`src/rtl/boot_word_loader.sv`:
```
// boot_word_loader: serial bootloader front end that assembles 32-bit words MSB-first for the instruction ROM
//   clk          system clock
//   reset        asynchronous active-high reset
//   enable       loader armed; low flushes the partial word and restarts addressing at 0
//   data_pin     serial data from the host, asynchronous to clk
//   data_clk_pin host strobe, asynchronous to clk; data valid on its rising edge
//   out          last completed word
//   addr         address of out
//   ready        one-cycle strobe: out/addr hold a new word
//   word_count   saturating count of words committed since reset or enable low
//   overflow     sticky: address wrapped past its top value
//   frame_err    sticky: a partial word timed out
module boot_word_loader #(
  parameter int TIMEOUT_CYCLES = 1000000,
  parameter int ADDR_W = 12
) (
  input  logic              clk,
  input  logic              reset,
  input  logic              enable,
  input  logic              data_pin,
  input  logic              data_clk_pin,
  output logic [31:0]       out,
  output logic [ADDR_W-1:0] addr,
  output logic              ready,
  output logic [ADDR_W:0]   word_count,
  output logic              overflow,
  output logic              frame_err
);
  localparam int TW = $clog2(TIMEOUT_CYCLES + 1);
  typedef enum logic {IDLE, RECV} state_t;
  state_t            state_q, state_d;
  logic [1:0]        data_sync_q, strb_sync_q;
  logic              strb_prev_q;
  logic [4:0]        bit_cnt_q, bit_cnt_d;
  logic [TW-1:0]     timer_q, timer_d;
  logic [31:0]       sr_q, sr_d;
  logic [31:0]       out_q, out_d;
  logic [ADDR_W-1:0] addr_q, addr_d;
  logic              first_q, first_d;
  logic              ready_q, ready_d;
  logic [ADDR_W:0]   wc_q, wc_d;
  logic              ovf_q, ovf_d;
  logic              ferr_q, ferr_d;
  logic              strobe_edge, bit_in;
  // Synchronisers and edge detector run regardless of enable, so a strobe
  // already high when enable rises is not mistaken for a fresh edge.
  always_ff @(posedge clk or posedge reset)
    if (reset) begin
      data_sync_q <= '0;
      strb_sync_q <= '0;
      strb_prev_q <= 1'b0;
    end else begin
      data_sync_q <= {data_sync_q[0], data_pin};
      strb_sync_q <= {strb_sync_q[0], data_clk_pin};
      strb_prev_q <= strb_sync_q[1];
    end
  assign strobe_edge = strb_sync_q[1] & ~strb_prev_q;
  assign bit_in      = data_sync_q[1];
  always_ff @(posedge clk or posedge reset)
    if (reset) begin
      state_q   <= IDLE;
      bit_cnt_q <= '0;
      timer_q   <= '0;
      sr_q      <= '0;
      out_q     <= '0;
      addr_q    <= '0;
      first_q   <= 1'b1;
      ready_q   <= 1'b0;
      wc_q      <= '0;
      ovf_q     <= 1'b0;
      ferr_q    <= 1'b0;
    end else begin
      state_q   <= state_d;
      bit_cnt_q <= bit_cnt_d;
      timer_q   <= timer_d;
      sr_q      <= sr_d;
      out_q     <= out_d;
      addr_q    <= addr_d;
      first_q   <= first_d;
      ready_q   <= ready_d;
      wc_q      <= wc_d;
      ovf_q     <= ovf_d;
      ferr_q    <= ferr_d;
    end
  always_comb begin
    state_d   = state_q;
    bit_cnt_d = bit_cnt_q;
    timer_d   = timer_q;
    sr_d      = sr_q;
    out_d     = out_q;
    addr_d    = addr_q;
    first_d   = first_q;
    ready_d   = 1'b0;
    wc_d      = wc_q;
    ovf_d     = ovf_q;
    ferr_d    = ferr_q;
    if (!enable) begin
      // first_q marks addr as "before 0": the next commit lands at 0.
      state_d   = IDLE;
      bit_cnt_d = '0;
      timer_d   = '0;
      addr_d    = '0;
      first_d   = 1'b1;
      wc_d      = '0;
      ovf_d     = 1'b0;
      ferr_d    = 1'b0;
    end else begin
      case (state_q)
        IDLE: begin
          timer_d   = '0;
          bit_cnt_d = '0;
          if (strobe_edge) begin
            sr_d      = {sr_q[30:0], bit_in};
            bit_cnt_d = 5'd1;
            state_d   = RECV;
          end
        end
        RECV: begin
          // An edge in the timeout cycle wins over the timeout.
          if (strobe_edge) begin
            sr_d    = {sr_q[30:0], bit_in};
            timer_d = '0;
            if (bit_cnt_q == 5'd31) begin
              out_d     = {sr_q[30:0], bit_in};
              ready_d   = 1'b1;
              addr_d    = first_q ? '0 : addr_q + 1'b1;
              first_d   = 1'b0;
              ovf_d     = ovf_q | (~first_q & (&addr_q));
              wc_d      = (&wc_q) ? wc_q : wc_q + 1'b1;
              bit_cnt_d = '0;
              state_d   = IDLE;
            end else begin
              bit_cnt_d = bit_cnt_q + 5'd1;
            end
          end else if (timer_q == TW'(TIMEOUT_CYCLES)) begin
            bit_cnt_d = '0;
            timer_d   = '0;
            ferr_d    = 1'b1;
            state_d   = IDLE;
          end else begin
            timer_d = timer_q + 1'b1;
          end
        end
        default: state_d = IDLE;
      endcase
    end
  end
  assign out        = out_q;
  assign addr       = addr_q;
  assign ready      = ready_q;
  assign word_count = wc_q;
  assign overflow   = ovf_q;
  assign frame_err  = ferr_q;
endmodule

```
`config.mk`:
```
export PLATFORM = sky130hd
export DESIGN_NAME = boot_word_loader
export DESIGN_NICKNAME = d
export VERILOG_FILES = /design/src/rtl/boot_word_loader.sv
export SDC_FILE = /design/constraint.sdc
export NUM_CORES = 1
export LEC_CHECK = 0
export ABC_AREA = 1
export CORE_MARGIN = 2
export CORE_UTILIZATION = 51
export CTS_CLUSTER_DIAMETER = 100
export CTS_CLUSTER_SIZE = 16
export DETAILED_ROUTE_END_ITERATION = 10
export PLACE_DENSITY = 0.78
export SYNTH_ARGS = -nofsm -noshare
export SYNTH_HDL_FRONTEND = slang
export SYNTH_SLANG_ARGS = --single-unit
```
`constraint.sdc`:
```
create_clock -name clk -period 3.95 [get_ports clk]
set_input_delay 0.9875 -clock clk [delete_from_list [all_inputs] [get_ports clk]]
set_output_delay 0.9875 -clock clk [all_outputs]
set_load 0.02 [all_outputs]
```
==> results of run 1 <==
[area by class of cell]
class | instances | area [sq um] | share of cell area
Inverter | 85 | 323 | 0.0463
Clock inverter | 15 | 141 | 0.0203
Sequential cell | 123 | 3080 | 0.442
Timing Repair Buffer | 69 | 703 | 0.101
Clock buffer | 17 | 414 | 0.0594
Multi-Input combinational cell | 452 | 2130 | 0.306
Tap cell | 140 | 175 | 0.0251
[registers in the layout (all words and copies together) (netlist names), 2 cells and up]
| name | flops |
|---|---|
| word_count | 13 |
| out | 32 |
| sr_q | 31 |
| bit_cnt_q | 5 |
| timer_q | 20 |
| data_sync_q | 2 |
| strb_sync_q | 2 |
| addr | 12 |
[cells in the mapped netlist (all sizes together)]
cell	number	area [sq um]
nor3	7	35.0
xor2	12	105
clkbuf	5	18.8
nand4	12	90.1
nand3b	3	22.5
inv	85	319
buf	15	131
o22ai	1	6.26
a21oi	12	60.1
dfstp	1	26.3
a31oi	1	6.26
ha	6	75.1
nand2	193	737
or2	1	6.26
nor2	88	370
o21ai	68	363
nand3	44	220
dfrtp	122	3050
o21bai	1	7.51
xnor2	3	26.3
[stage by stage]
| stage | area [sq um] | worst slack [ns] |
|---|---|---|
| after global placement | 6410 | 0.960 |
| after detailed placement | 6410 | 0.865 |
| final | 6970 | 1.33 |
| after CTS | 6970 | 1.32 |
| after global routing | 6970 | 1.18 |
| after floorplan | 5680 | 1.45 |
[metal layers]
layer  wire length [um]  vias to the layer above  track usage
met2               5930                      132        0.348
met5                  0                        -            0
met4                182                        0       0.0759
li1                   -                     2288            -
met3                630                       23       0.0522
met1               5280                     2156        0.283
[logic make-up after synthesis]
logic type	count (synthesis)	synth area share
XOR/XNOR	15	0.0231
buffers and inverters	105	0.0826
AND/OR/NAND/NOR	348	0.261
flip-flops	123	0.542
AO/OA/AOI/OAI	83	0.0780
adder cells (fa/ha/maj)	6	0.0132
[final timing paths]
check | to | startpoint | slack (ns) | depth (start not counted)
setup reg to reg | out[9] | bit_cnt_q[0] | 1.67 | 10
max in group asynchronous | first_q | reset | 2.20 | 3
hold reg to reg | data_sync_q[1] | data_sync_q[0] | 0.35 | 0
setup / recovery | addr[4] | addr[4] | 1.33 | 1
min in group asynchronous | out[15] | reset | 1.00 | 2
hold / removal | data_sync_q[1] | data_sync_q[0] | 0.35 | 0
[layout by cell type (no fill, tap or decap), types with 7 or more instances in the layout]
master / synthesis / final
sky130_fd_sc_hd__nor3_1: 7 / 7
sky130_fd_sc_hd__nor2_2: 7 / 7
sky130_fd_sc_hd__nor2_1: 78 / 78
sky130_fd_sc_hd__clkinvlp_4: 0 / 7
sky130_fd_sc_hd__nand4_1: 11 / 11
sky130_fd_sc_hd__o21ai_0: 40 / 40
sky130_fd_sc_hd__xor2_1: 12 / 12
sky130_fd_sc_hd__nand2_1: 188 / 188
sky130_fd_sc_hd__clkdlybuf4s50_1: 0 / 64
sky130_fd_sc_hd__nand3_1: 44 / 44
sky130_fd_sc_hd__dfrtp_1: 122 / 122
sky130_fd_sc_hd__a21oi_1: 12 / 12
sky130_fd_sc_hd__clkbuf_16: 0 / 16
sky130_fd_sc_hd__inv_1: 81 / 80
sky130_fd_sc_hd__o21ai_1: 22 / 22
[report_power, final]
group | switching (W) | internal [W]
registers | 0.0000264 | 0.00130
clock network | 0.000600 | 0.000843
logic | 0.000106 | 0.0000590
==> flow_summary.toml, run 1 <==
[floorplanning]
placement_rows = 38
fp.dieW_um = 110
floorplan.io_pins = 65
die_height_um = 110
dieArea_sq_um = 12000
initial_utilization = 0.524
fp.coreArea_sq_um = 10800

[sta]
timing.final.crit_share = 0.664
worst_slew_margin_rel = 0.428
final.min_clock_period_ns = 2.62
tightest_slew_ns = 0.856
finalMaxSlewViolations = 0
hold-worst-slack_ns = 0.348
fin_tns_setup_ns = 0
timing.final.setup_violations = 0
finalHoldViolations = 0
fmaxAchievable_mhz = 382
rsz0062_at_grt = "no"
final.setup_skew_ns = 0.0110

[clock_tree]
clkTransAtPathRegs_ns = 0.06
post_cts.resized_instances = 0
numClockSinks = 123
cts-buffers-inserted = 17
cts_hold_repair.buffers = 0
clock_latency_ns = 0.51
post-cts-setup-buffer-count = 0
htree_num_levels = 4
tritoncts = "done"
cts.path.max_buffers = 2
clock_tree.root_cell = "sky130_fd_sc_hd__clkbuf_8"

[logic_synthesis]
synth-seq-cells = 123
synthesis.instances = 680
syn_area_sq_um = 5680
syn-num-nets = 691
synth_warnings = 0
synth.avg_cell_area_sq_um = 8.35
ys_seq_area_frac = 0.542
yosysUniqueCellTypes = 30

[route]
drt_pass1_iterations = 4
antenna_violating_nets_post_route = 0
detailroute.via_count = 4599
drt_wl_total_mm = 12.0
drtIter0Drc = 267
routed_wire_length_per_instance_um = 13.3
route.detailed.vias_per_inst = 5.10
total_drc_errors_in_the_routed_layout = 0

[power_and_ir_drop]
totalPowerFinal_w = 0.00294
power.static_leakage_nw = 3.15
power.ir.vdd_worst_uv = 311
power.density_cell_area_nw_per_um2 = 421

[run]
timing.max_cap.violations = 0

[worst_setup_path]
start_kind = "flop"
path_class = "reg -> out"
cp_slowest_stage_delay_ns = 0.65
worstPathRequired_ns = 2.96
setup.worst_path.end_class = "output pin"
critical_path.top_delay_family = "buffers and inverters"
crit_buf_inv = 1
critPathArrivalTime_ns = 1.63
critical_path.slowest_cell = "sky130_fd_sc_hd__clkdlybuf4s50_1"
worstPathMaxFanout = 7
crit_chain = "clkdlybuf4s50_1"

[finish]
design.final.nets = 759
insertedDiodeCount = 0
drive_gt1_frac = 0.0867
finish.utilization = 0.643
filler_cell_count = 886
final_cell_count_no_fill = 901
syn2layout_area_growth_pct = 22.7

[global_routing]
grt_pass1_wl_mm = 20.2
grt_start_max_net_pins = 49
grt_pass1_vias = 4398
globalRoute.totalOverflow = 0
initial_antenna_violation_count = 0
track_usage = 0.215

[run_status]
outcome = "completed"

[worst_hold_path]
worst_hold_path_type = "reg -> reg"

[place]
post-dp-hpwl_mm = 7.93
placed_cells_incl_taps = 869
io_buffers = 64
finalWeightedCongestion = 0.868
Power figures use the tool's default switching activity.
==> run 2, diff against run 1 <==
clock period = 2.1 ns   (was 3.95 ns; I/O delays follow)
==> flow_summary.toml, run 2 (same netlist as run 1, synthesis figures left out) <==
[clock_tree]
cts_hold_repair.buffers = 0
htree_num_levels = 4
clkTransAtPathRegs_ns = 0.06
clock_latency_ns = 0.50
cts-buffers-inserted = 17
cts.path.max_buffers = 2
numClockSinks = 123
tritoncts = "done"
clock_tree.root_cell = "sky130_fd_sc_hd__clkbuf_8"

[finish]
drive_gt1_frac = 0.0965
layout_common_cells = "188 x sky130_fd_sc_hd__nand2_1, 122 x sky130_fd_sc_hd__dfrtp_1, 80 x sky130_fd_sc_hd__inv_1"
flip_flop_count_of_the_largest_register_after_layout = 32
final_cell_count_no_fill = 907
finish.utilization = 0.648
syn2layout_area_growth_pct = 23.8
final_cell_area_sq_um = 7030
design.final.nets = 766
insertedDiodeCount = 0
mostFrequentLayoutCell = "sky130_fd_sc_hd__nand2_1"

[global_routing]
grt_pass1_vias = 4474
track_usage = 0.211
grt_start_max_net_pins = 84
globalRoute.totalOverflow = 0
initial_antenna_violation_count = 0
grt_pass1_wl_mm = 20.0

[sta]
final.min_clock_period_ns = 2.03
final.setup_skew_ns = 0.00601
fin_tns_setup_ns = 0
worst_slew_margin_rel = 0.705
tightest_slew_ns = 0.442
finalHoldViolations = 0
finalMaxSlewViolations = 0
fmaxAchievable_mhz = 493
timing.final.crit_share = 0.965
timing.final.setup_violations = 0

[worst_setup_path]
path_class = "reg -> out"
regToRegSetupSlack_ns = 0.12
crit_buf_inv = 1
worstPathMaxFanout = 2
setup.worst_path.end_class = "output pin"
worstPathRequired_ns = 1.57
critPathArrivalTime_ns = 1.50
start_kind = "flop"
reg2reg_from = "bit_cnt_q[1]"
worst-r2r-cell-count = 11
worstReg2RegEnd = "addr[11]"
crit_chain = "clkdlybuf4s50_1"
crit_start = "out[6]"
cp_slowest_stage_delay_ns = 0.62
critical_path.slowest_cell = "sky130_fd_sc_hd__clkdlybuf4s50_1"
critical_path.top_delay_family = "buffers and inverters"

[floorplanning]
placement_rows = 38
initial_utilization = 0.524
fp.dieW_um = 110
fp.coreArea_sq_um = 10800
dieArea_sq_um = 12000
die_height_um = 110
floorplan.io_pins = 65

[route]
drt_pass1_iterations = 4
antenna_violating_nets_post_route = 0
total_drc_errors_in_the_routed_layout = 0
drt_wl_total_mm = 11.7
routed_wire_length_per_instance_um = 12.9
detailroute.via_count = 4569
drtIter0Drc = 272
route.detailed.vias_per_inst = 5.04

[power_and_ir_drop]
power.density_cell_area_nw_per_um2 = 776
power.ir.vdd_worst_uv = 685
power.static_leakage_nw = 3.37

[place]
io_buffers = 64
dpl-instance-area_sq_um = 6450
post-dp-hpwl_mm = 7.80
finalWeightedCongestion = 0.895
placed_cells_incl_taps = 873

[run]
timing.max_cap.violations = 0

[worst_hold_path]
worst_hold_path.num_cells = 0
timing.hold.worst.start = "data_sync_q[0]"
whs_endpoint = "data_sync_q[1]"
worst_hold_path_type = "reg -> reg"

[run_status]
outcome = "completed"
## run 2: changes by cell type in the layout (fill, tap and decap cells not counted), moves of 2 or more
| cell | previous run | this run |
|---|---|---|
| sky130_fd_sc_hd__ha_1 | 6 | 4 |
| sky130_fd_sc_hd__clkinvlp_4 | 7 | 5 |
| sky130_fd_sc_hd__clkdlybuf4s50_1 | 64 | 42 |
| sky130_fd_sc_hd__clkinv_2 | 1 | 3 |
| sky130_fd_sc_hd__dlymetal6s2s_1 | 0 | 5 |
| sky130_fd_sc_hd__dlygate4sd2_1 | 0 | 17 |
| sky130_fd_sc_hd__inv_6 | 5 | 3 |
| sky130_fd_sc_hd__ha_2 | 0 | 2 |
| sky130_fd_sc_hd__buf_4 | 3 | 9 |
## run 2: layer usage
layer / share of wire / GRT usage / up-vias
met5: 0 / 0 / -
met4: 0.012 / 0.0660 / 0
met2: 0.48 / 0.351 / 94
met3: 0.056 / 0.0605 / 14
li1: - / - / 2285
met1: 0.45 / 0.268 / 2176
## run 2: power breakdown
| part | leakage, nW | internal (W) | switching [W] | total (W) |
|---|---|---|---|---|
| combinational | 1.48 | 0.000117 | 0.000196 | 0.000312 |
| sequential | 1.62 | 0.00245 | 0.0000475 | 0.00250 |
| clock | 0.260 | 0.00160 | 0.00105 | 0.00265 |
| total | 3.37 | 0.00416 | 0.00129 | 0.00546 |
## run 2: worst max path at each step
stage	cells after the start	endpoint	slack, ns
4_1_cts	1	addr[10]	0.003
3_5_place_dp	7	addr[11]	-0.01
2_1_floorplan	1	addr[0]	0.06
6_report	1	out[6]	0.07
5_1_grt	11	addr[5]	-0.006
3_3_place_gp	7	addr[5]	0.02
## run 2: metrics by stage
| stage | total power, W | hold slack [ns] | worst slack (ns) |
|---|---|---|---|
| after floorplan | 0.00272 | 0.331 | 0.0645 |
| after global placement | 0.00284 | 0.333 | 0.0215 |
| after detailed placement | 0.00285 | 0.343 | -0.0107 |
| after CTS | 0.00551 | 0.357 | 0.00274 |
| after global routing | 0.00567 | 0.358 | -0.00570 |
| final | 0.00546 | 0.354 | 0.0730 |
## run 2: area by class of cell
cell class | count | area [sq um]
clock buffer | 18 | 428
sequential | 123 | 3080
multi-input combinational | 452 | 2150
clock inverter | 13 | 119
timing repair buffer | 76 | 759
tap | 140 | 175
fill | 914 | 3810
inverter | 85 | 323
## run 2: what timing repair did
action | 4_1_cts | 5_1_grt
hold endpoints to repair | 0 | 0
setup endpoints to repair | 17 | 19
gates resized for setup | 17 | 9
pin swaps | 0 | 2
cloned | 0 | 0
setup buffers | 0 | 3
